===== src/rtl/hazard_forward_ctrl_pkg.sv =====
// Shared definitions for the hazard / forwarding controller (package hazard_pkg).
// Holds register-address constants, the long-op FSM state type and the
// per-operand bypass selection function used by the top level.
package hazard_pkg;

  localparam int REG_AW = 5;
  localparam logic [REG_AW-1:0] REG_ZERO = 5'd0;

  // The selection function is written for the widest legal bypass network;
  // callers pad unused stages with write-enable 0 and keep the low SELW bits.
  localparam int MAX_STAGES = 4;
  localparam int MAX_SELW   = 3;

  typedef enum logic {
    LOP_IDLE = 1'b0,
    LOP_BUSY = 1'b1
  } lop_state_e;

  // Returns the nearest bypass stage (1 = MEM) producing rs, or 0 for regfile.
  // x0 and unread operands never forward.
  function automatic logic [MAX_SELW-1:0] fwd_select(
    input logic [REG_AW-1:0]            rs,
    input logic                         rs_rd,
    input logic [MAX_STAGES*REG_AW-1:0] stg_rd,
    input logic [MAX_STAGES-1:0]        stg_regwr
  );
    logic [MAX_SELW-1:0] sel;
    sel = '0;
    if (rs_rd && (rs != REG_ZERO)) begin
      // Scan oldest to nearest so the nearest matching stage overwrites.
      for (int s = MAX_STAGES; s >= 1; s--) begin
        if (stg_regwr[s-1] && (stg_rd[(s-1)*REG_AW +: REG_AW] == rs)) begin
          sel = MAX_SELW'(s);
        end
      end
    end
    return sel;
  endfunction

endpackage


===== src/rtl/hazard_forward_ctrl_if.sv =====
// Bundle of pipeline control signals exchanged with the hazard controller.
// The pipeline side uses modport master, the controller uses modport slave.
// Optional macro HAZ_PERF_EN adds the two performance counter outputs.
interface hazard_forward_ctrl_if
  import hazard_pkg::*;
#(
  parameter int NUM_SRC    = 2,
  parameter int FWD_STAGES = 2,
  parameter int SELW       = $clog2(FWD_STAGES + 1)
) ();

  logic [NUM_SRC*REG_AW-1:0]    ex_rs;
  logic [NUM_SRC-1:0]           ex_rs_rd;
  logic [FWD_STAGES*REG_AW-1:0] stg_rd;
  logic [FWD_STAGES-1:0]        stg_regwr;
  logic [NUM_SRC*REG_AW-1:0]    id_rs;
  logic [NUM_SRC-1:0]           id_rs_rd;
  logic [REG_AW-1:0]            id_rd;
  logic                         id_regwr;
  logic                         id_lop;
  logic                         ex_is_load;
  logic [REG_AW-1:0]            ex_rd;
  logic                         flush;
  logic [NUM_SRC*SELW-1:0]      fwd_sel;
  logic                         stall;
  logic                         lop_busy;
  logic                         lop_done;
`ifdef HAZ_PERF_EN
  logic [31:0]                  perf_stall_cyc;
  logic [31:0]                  perf_fwd_cnt;
`endif

  modport master (
    output ex_rs, ex_rs_rd, stg_rd, stg_regwr, id_rs, id_rs_rd, id_rd,
           id_regwr, id_lop, ex_is_load, ex_rd, flush,
    input  fwd_sel, stall, lop_busy, lop_done
`ifdef HAZ_PERF_EN
    , input perf_stall_cyc, perf_fwd_cnt
`endif
  );

  modport slave (
    input  ex_rs, ex_rs_rd, stg_rd, stg_regwr, id_rs, id_rs_rd, id_rd,
           id_regwr, id_lop, ex_is_load, ex_rd, flush,
    output fwd_sel, stall, lop_busy, lop_done
`ifdef HAZ_PERF_EN
    , output perf_stall_cyc, perf_fwd_cnt
`endif
  );

endinterface


===== src/rtl/hazard_forward_ctrl_lop_scoreboard.sv =====
// Single-outstanding long-latency-op tracker. Holds the pending destination
// and a countdown; raises lop_hz for RAW, WAW and structural hazards against
// the op in flight. An op that has issued is never cancelled by a flush.
module lop_scoreboard
  import hazard_pkg::*;
#(
  parameter int NUM_SRC = 2,
  parameter int LOP_LAT = 8
) (
  input  logic                      clk,
  input  logic                      rst,
  input  logic [NUM_SRC*REG_AW-1:0] id_rs,
  input  logic [NUM_SRC-1:0]        id_rs_rd,
  input  logic [REG_AW-1:0]         id_rd,
  input  logic                      id_regwr,
  input  logic                      id_lop,
  input  logic                      luse,
  input  logic                      flush,
  output logic                      lop_hz,
  output logic                      lop_busy,
  output logic                      lop_done
);

  lop_state_e        state_q, state_d;
  logic [5:0]        cnt_q, cnt_d;
  logic [REG_AW-1:0] pend_rd_q, pend_rd_d;

  logic [NUM_SRC-1:0] raw_hit;
  logic               busy;
  logic               pend_live;
  logic               waw_hit;
  logic               accept;

  assign busy      = (state_q == LOP_BUSY);
  assign pend_live = (pend_rd_q != REG_ZERO);
  assign waw_hit   = id_regwr && (id_rd == pend_rd_q);

  for (genvar gi = 0; gi < NUM_SRC; gi++) begin : g_raw
    assign raw_hit[gi] = id_rs_rd[gi] && (id_rs[gi*REG_AW +: REG_AW] == pend_rd_q);
  end

  // In IDLE lop_hz is low, so the only stall source is load-use.
  assign accept = id_lop && !luse && !flush;

  // Hazard, busy and completion flags derived from the registered state.
  always_comb begin
    lop_hz   = 1'b0;
    lop_busy = busy;
    lop_done = busy && (cnt_q == 6'd0);
    if (busy) begin
      lop_hz = id_lop || (pend_live && ((|raw_hit) || waw_hit));
    end
  end

  // Next-state logic: issue from IDLE, count down in BUSY, release at zero.
  always_comb begin
    state_d   = state_q;
    cnt_d     = cnt_q;
    pend_rd_d = pend_rd_q;
    unique case (state_q)
      LOP_IDLE: begin
        if (accept) begin
          state_d   = LOP_BUSY;
          cnt_d     = 6'(LOP_LAT - 1);
          pend_rd_d = id_rd;
        end
      end
      LOP_BUSY: begin
        if (cnt_q == 6'd0) begin
          state_d   = LOP_IDLE;
          pend_rd_d = REG_ZERO;
        end else begin
          cnt_d = cnt_q - 6'd1;
        end
      end
    endcase
  end

  // State registers; reset aborts any op in flight without a done pulse.
  always_ff @(posedge clk or posedge rst) begin
    if (rst) begin
      state_q   <= LOP_IDLE;
      cnt_q     <= 6'd0;
      pend_rd_q <= REG_ZERO;
    end else begin
      state_q   <= state_d;
      cnt_q     <= cnt_d;
      pend_rd_q <= pend_rd_d;
    end
  end

endmodule


===== src/rtl/hazard_forward_ctrl.sv =====
// Operand forwarding and pipeline stall control for the EX stage.
// Forward selects are combinational with nearest-stage priority; stalls come
// from load-use and from the long-op scoreboard, both masked by flush.
// Optional macro HAZ_PERF_EN adds saturating stall-cycle and forward counters.
module hazard_forward_ctrl
  import hazard_pkg::*;
#(
  parameter int NUM_SRC    = 2,
  parameter int FWD_STAGES = 2,
  parameter int LOP_LAT    = 8,
  parameter int SELW       = $clog2(FWD_STAGES + 1)
) (
  input  logic                 clk,
  input  logic                 rst,
  hazard_forward_ctrl_if.slave bus
);

  logic [MAX_STAGES*REG_AW-1:0] stg_rd_pad;
  logic [MAX_STAGES-1:0]        stg_regwr_pad;
  logic [MAX_SELW-1:0]          sel_full [NUM_SRC];
  logic [NUM_SRC-1:0]           sel_hi_unused;
  logic [NUM_SRC*SELW-1:0]      fwd_sel_w;
  logic [NUM_SRC-1:0]           id_hits_ex;
  logic                         luse;
  logic                         lop_hz;
  logic                         stall_w;

  // Widen the bypass network to the selection function's fixed width.
  always_comb begin
    stg_rd_pad    = '0;
    stg_regwr_pad = '0;
    stg_rd_pad[FWD_STAGES*REG_AW-1:0] = bus.stg_rd;
    stg_regwr_pad[FWD_STAGES-1:0]     = bus.stg_regwr;
  end

  for (genvar gi = 0; gi < NUM_SRC; gi++) begin : g_src
    assign sel_full[gi] = fwd_select(bus.ex_rs[gi*REG_AW +: REG_AW], bus.ex_rs_rd[gi],
                                     stg_rd_pad, stg_regwr_pad);
    // High bits are always zero for legal FWD_STAGES.
    assign sel_hi_unused[gi] = |(sel_full[gi] >> SELW);
    assign fwd_sel_w[gi*SELW +: SELW] = sel_full[gi][SELW-1:0];
    assign id_hits_ex[gi] = bus.id_rs_rd[gi] &&
                            (bus.id_rs[gi*REG_AW +: REG_AW] == bus.ex_rd);
  end

  assign luse = bus.ex_is_load && (bus.ex_rd != REG_ZERO) && (|id_hits_ex) && !bus.flush;

  lop_scoreboard #(
    .NUM_SRC (NUM_SRC),
    .LOP_LAT (LOP_LAT)
  ) u_lop (
    .clk      (clk),
    .rst      (rst),
    .id_rs    (bus.id_rs),
    .id_rs_rd (bus.id_rs_rd),
    .id_rd    (bus.id_rd),
    .id_regwr (bus.id_regwr),
    .id_lop   (bus.id_lop),
    .luse     (luse),
    .flush    (bus.flush),
    .lop_hz   (lop_hz),
    .lop_busy (bus.lop_busy),
    .lop_done (bus.lop_done)
  );

  assign stall_w     = (luse || lop_hz) && !bus.flush;
  assign bus.stall   = stall_w;
  assign bus.fwd_sel = fwd_sel_w;

`ifdef HAZ_PERF_EN
  logic [31:0]                    perf_stall_cyc_q, perf_stall_cyc_d;
  logic [31:0]                    perf_fwd_cnt_q, perf_fwd_cnt_d;
  logic [$clog2(NUM_SRC+1)-1:0]   fwd_active;
  logic [32:0]                    fwd_sum;

  // Saturating counters: stall cycles and number of forwarded operands.
  always_comb begin
    fwd_active = '0;
    for (int k = 0; k < NUM_SRC; k++) begin
      if (fwd_sel_w[k*SELW +: SELW] != '0) begin
        fwd_active = fwd_active + 1'b1;
      end
    end
    fwd_sum          = {1'b0, perf_fwd_cnt_q} + 33'(fwd_active);
    perf_fwd_cnt_d   = fwd_sum[32] ? 32'hFFFF_FFFF : fwd_sum[31:0];
    perf_stall_cyc_d = perf_stall_cyc_q;
    if (stall_w && (perf_stall_cyc_q != 32'hFFFF_FFFF)) begin
      perf_stall_cyc_d = perf_stall_cyc_q + 32'd1;
    end
  end

  // Counter registers.
  always_ff @(posedge clk or posedge rst) begin
    if (rst) begin
      perf_stall_cyc_q <= '0;
      perf_fwd_cnt_q   <= '0;
    end else begin
      perf_stall_cyc_q <= perf_stall_cyc_d;
      perf_fwd_cnt_q   <= perf_fwd_cnt_d;
    end
  end

  assign bus.perf_stall_cyc = perf_stall_cyc_q;
  assign bus.perf_fwd_cnt   = perf_fwd_cnt_q;
`endif

endmodule


===== src/flat_wrapper.sv =====
// flat-port wrapper written by rule: the top's interface ports become plain ports
module hazard_forward_ctrl_flat import hazard_pkg::*;
#(
  parameter int NUM_SRC    = 2,
  parameter int FWD_STAGES = 2,
  parameter int LOP_LAT    = 8,
  parameter int SELW       = $clog2(FWD_STAGES + 1)
)
  (clk, rst, bus_ex_rs, bus_ex_rs_rd, bus_stg_rd, bus_stg_regwr, bus_id_rs, bus_id_rs_rd, bus_id_rd, bus_id_regwr, bus_id_lop, bus_ex_is_load, bus_ex_rd, bus_flush, bus_fwd_sel, bus_stall, bus_lop_busy, bus_lop_done);
  hazard_forward_ctrl_if #(.NUM_SRC(NUM_SRC), .FWD_STAGES(FWD_STAGES), .SELW(SELW)) bus_i ();
  input  logic clk;
  input  logic rst;
  input wire logic [$bits(bus_i.ex_rs)-1:0] bus_ex_rs;
  input wire logic [$bits(bus_i.ex_rs_rd)-1:0] bus_ex_rs_rd;
  input wire logic [$bits(bus_i.stg_rd)-1:0] bus_stg_rd;
  input wire logic [$bits(bus_i.stg_regwr)-1:0] bus_stg_regwr;
  input wire logic [$bits(bus_i.id_rs)-1:0] bus_id_rs;
  input wire logic [$bits(bus_i.id_rs_rd)-1:0] bus_id_rs_rd;
  input wire logic [$bits(bus_i.id_rd)-1:0] bus_id_rd;
  input wire logic [$bits(bus_i.id_regwr)-1:0] bus_id_regwr;
  input wire logic [$bits(bus_i.id_lop)-1:0] bus_id_lop;
  input wire logic [$bits(bus_i.ex_is_load)-1:0] bus_ex_is_load;
  input wire logic [$bits(bus_i.ex_rd)-1:0] bus_ex_rd;
  input wire logic [$bits(bus_i.flush)-1:0] bus_flush;
  output wire logic [$bits(bus_i.fwd_sel)-1:0] bus_fwd_sel;
  output wire logic [$bits(bus_i.stall)-1:0] bus_stall;
  output wire logic [$bits(bus_i.lop_busy)-1:0] bus_lop_busy;
  output wire logic [$bits(bus_i.lop_done)-1:0] bus_lop_done;
  assign bus_i.ex_rs = bus_ex_rs;
  assign bus_i.ex_rs_rd = bus_ex_rs_rd;
  assign bus_i.stg_rd = bus_stg_rd;
  assign bus_i.stg_regwr = bus_stg_regwr;
  assign bus_i.id_rs = bus_id_rs;
  assign bus_i.id_rs_rd = bus_id_rs_rd;
  assign bus_i.id_rd = bus_id_rd;
  assign bus_i.id_regwr = bus_id_regwr;
  assign bus_i.id_lop = bus_id_lop;
  assign bus_i.ex_is_load = bus_ex_is_load;
  assign bus_i.ex_rd = bus_ex_rd;
  assign bus_i.flush = bus_flush;
  assign bus_fwd_sel = bus_i.fwd_sel;
  assign bus_stall = bus_i.stall;
  assign bus_lop_busy = bus_i.lop_busy;
  assign bus_lop_done = bus_i.lop_done;
  hazard_forward_ctrl #(.NUM_SRC(NUM_SRC), .FWD_STAGES(FWD_STAGES), .LOP_LAT(LOP_LAT), .SELW(SELW)) u_core (.clk(clk), .rst(rst), .bus(bus_i));
endmodule

===== config.mk =====
export PLATFORM = sky130hd
export DESIGN_NAME = hazard_forward_ctrl_flat
export DESIGN_NICKNAME = d
export VERILOG_FILES = /design/src/rtl/hazard_forward_ctrl_pkg.sv /design/src/rtl/hazard_forward_ctrl_if.sv /design/src/rtl/hazard_forward_ctrl_lop_scoreboard.sv /design/src/rtl/hazard_forward_ctrl.sv /design/src/flat_wrapper.sv
export SDC_FILE = /design/constraint.sdc
export NUM_CORES = 1
export LEC_CHECK = 0
export BUFFER_PORTS_ARGS = -buffer_cell sky130_fd_sc_hd__buf_2
export CORE_MARGIN = 1
export CORE_UTILIZATION = 33
export DETAILED_ROUTE_END_ITERATION = 10
export PLACE_DENSITY = 0.63
export SLEW_MARGIN = 20
export SYNTH_ARGS = -nofsm -noshare
export SYNTH_HDL_FRONTEND = slang
export SYNTH_HIERARCHICAL = 1
export SYNTH_SLANG_ARGS = --single-unit

===== constraint.sdc =====
create_clock -name clk -period 1.6 [get_ports clk]
set_input_delay 0.24 -clock clk [delete_from_list [all_inputs] [get_ports clk]]
set_output_delay 0.24 -clock clk [all_outputs]
set_load 0.01 [all_outputs]

==> run_results.csv <==
group,metric,value,unit
power,power_leakage,0.00103,uW
worst_setup_path,critical_path_class,"reg2out",
floorplanning,fp-row-count,21,
worst_setup_path,cp.required,1360,ps
routing,routed-via-count,1415,
floorplanning,die_h,63.3,um
logic_synthesis,syn_nets,199,
logic_synthesis,synth_edf_count,0,
logic_synthesis,async_flop_share,100,%
logic_synthesis,ys_top_cells_by_area,"xor2_1, dfrtp_1, xnor2_1",
final_layout,nets,300,
status,violations,"negative setup slack",
placement,place_ws,-604,ps
logic_synthesis,yosys-top-cells-count,"xor2_1, dfrtp_1, nand2_1, nor4_1, xnor2_1",
floorplanning,pin_count,59,
global_routing,grt_pass1_vias,1454,
hold_path,hp-class,"in2async",
clock_tree,path_clk_slew,60,ps
clock_tree,clock-root-buffer,"clkbuf_8",
final_layout,final_layout_size_suffix_gt1_share,60.4,%
timing,clock_skew,9.04,ps
routing,drt_iter0_markers,34,
worst_setup_path,critPathLaunch,"u_core/u_lop/pend_rd_q[1]$_DFFE_PP0P_",
timing,timing.final.ws_setup,-460,ps
power,powerDensity,1140,nW/um2
timing,hold_viol,0,
clock_tree,ctsLongestPathBuffers,2,
clock_tree,postCtsHoldBufs,0,
final_layout,antenna_cells,0,
logic_synthesis,synth_top_area_share,26.1,%
logic_synthesis,yosysMostFrequentCell,"xor2_1",
power,report.power.total,2520,uW
logic_synthesis,yosys_register_bits,12,
logic_synthesis,synthDistinctLibCells,34,
floorplanning,fp.dieW,63.3,um
final_layout,fin_util,63.7,%
floorplanning,dieArea,4010,um2
global_routing,antenna_found_initial,0,
floorplanning,start_util,35.8,%
routing,routedWlPerCell,13.5,um
logic_synthesis,synth_largest_area_cell,"xor2_1",
global_routing,use_met2,36.4,%
logic_synthesis,yosysSeqAreaShare,24.2,%
global_routing,grt_pass1_wl,6260,um
worst_setup_path,crit_path_end_kind,"primary output",
timing,tightest_slew,523,ps
worst_setup_path,cp_max_fo,4,
clock_tree,cts_tree,"done",
routing,wl,3920,um
global_routing,use_met1,23.9,%
timing,max_slew_margin,65.1,%
logic_synthesis,ys.warnings.count,6,
logic_synthesis,synthesis.area,1240,um2
logic_synthesis,syn_area_per_cell,8.55,um2
clock_tree,cts_buffers,3,
placement,dp_hpwl,2950,um
routing,first_pass_iters,4,
floorplanning,fp.coreArea,3470,um2
timing,finalCritPeriodShare,129,%
worst_setup_path,startpoint_type,"register",
global_routing,met3_usage,1.99,%
worst_setup_path,r2r-start,"u_core/u_lop/cnt_q[0]$_DFFE_PP0P_",
worst_setup_path,arrival,1820,ps
clock_tree,cts.sinks,12,
routing,ant_nets,0,
global_routing,overflow,0,
timing,fin_crit,2060,ps
power,ir_drop,0.611,mV
clock_tree,worstSkewPairLatency,250,ps
global_routing,busiest_layer,"met2",
logic_synthesis,syn-instance-count,145,
routing,viasPerCell,4.86,
timing,hold_ws,21.9,ps
timing,max_freq,485,MHz
global_routing,grt_max_degree,13,
timing,maxSlewViolCount,0,
logic_synthesis,ys.flop_type,"dfrtp_1",
timing,rsz0062_at_grt,"true",
timing,finalSetupViolCount,12,
final_layout,synthToLayoutAreaGrowth,78.2,%
flow_run,cap_violations,0,
global_routing,track_usage,19.9,%
routing,drc,0,
placement,portBuffers,58,
clock_tree,h-tree-depth,1,
placement,gp_congestion,0.848,
status,status,"finished, violations left",
-- state kept, by name (all words and copies together) (netlist names) --
signal,cells
u_core/u_lop/cnt_q,6
u_core/u_lop/pend_rd_q,5
u_core/u_lop/lop_busy,1
-- final timing paths --
path | to | slack, ps | depth (start not counted)
worst max-delay path | bus_stall | -460 | 8
worst min register to register | u_core/u_lop/cnt_q[0]$_DFFE_PP0P_ | 590 | 2
worst max register to register | u_core/u_lop/cnt_q[5]$_DFFE_PP0P_ | -140 | 6
worst min-delay path | u_core/u_lop/cnt_q[1]$_DFFE_PP0P_ | 20 | 2
max in group asynchronous | u_core/u_lop/pend_rd_q[4]$_DFFE_PP0P_ | 1190 | 2
min in group clk | u_core/u_lop/pend_rd_q[4]$_DFFE_PP0P_ | 240 | 3
-- power breakdown --
part | switching, uW | internal [uW]
Clock | 124 | 218
Combinational | 725 | 826
Sequential | 176 | 452
Total | 1020 | 1500
-- routing by layer --
| layer | up-vias | share of wire [%] | routed length (um) |
|---|---|---|---|
| li1 | 712 | - | - |
| met5 | - | 0 | 0 |
| met3 | 2 | 4.3 | 167 |
| met2 | 41 | 53 | 2060 |
| met4 | 0 | 0.69 | 27 |
| met1 | 660 | 42 | 1660 |
-- kinds of logic (layout without fill, tap and decap cells) --
group | Yosys count | in the layout | share of synthesized area, %
buffers and inverters | 9 | 109 | 2.82
AND/OR/NAND/NOR | 54 | 54 | 26.5
AO/OA/AOI/OAI | 22 | 22 | 11.9
adder cells (fa/ha/maj) | 2 | 2 | 2.02
flip-flops | 12 | 12 | 24.2
XOR/XNOR | 46 | 46 | 32.5
-- what timing repair did --
| action | CTS | global route |
|---|---|---|
| setup buffers | 5 | 3 |
| gates resized for setup | 28 | 36 |
| pin swaps | 19 | 27 |
| endpoints found under the setup margin | 14 | 16 |
-- layout make-up --
type                    count  area (um2)
repair buffers            101         676
well taps                  46        57.6
inverters                   4        15.0
flip-flops and latches     12         305
multi-input cells         124        1100
clock buffers               4        55.1
fillers                   311        1260
-- cell usage in the layout (no fill, tap or decap), types with 4 or more instances in the layout --
cell type,n
and3_1,4
buf_4,40
nor2_1,4
dfrtp_2,4
nor4_2,5
buf_6,8
nand3_1,6
xor2_1,35
buf_2,51
dfrtp_1,8
xnor2_1,9
o21ai_2,5
nand2_1,7
clkbuf_8,4
-- metrics by stage --
| stage | setup TNS (ps) | instances | cell area (um2) |
|---|---|---|---|
| after floorplan | -2670 | 145 | 1260 |
| after global placement | -5270 | 282 | 1880 |
| after detailed placement | -5440 | 282 | 1880 |
| after CTS | -2440 | 290 | 2050 |
| after global routing | -2400 | 291 | 2210 |
| final | -1790 | 291 | 2210 |
-- critical path: stages, from the launching register on --
cell	delay, ps
dfrtp_2	440
buf_6	130
xor2_1	140
nor4_2	290
nand3_1	110
a31oi_1	150
nand2b_1	110
o31ai_2	60
buf_2	160
(Power assumes the default switching activity.)
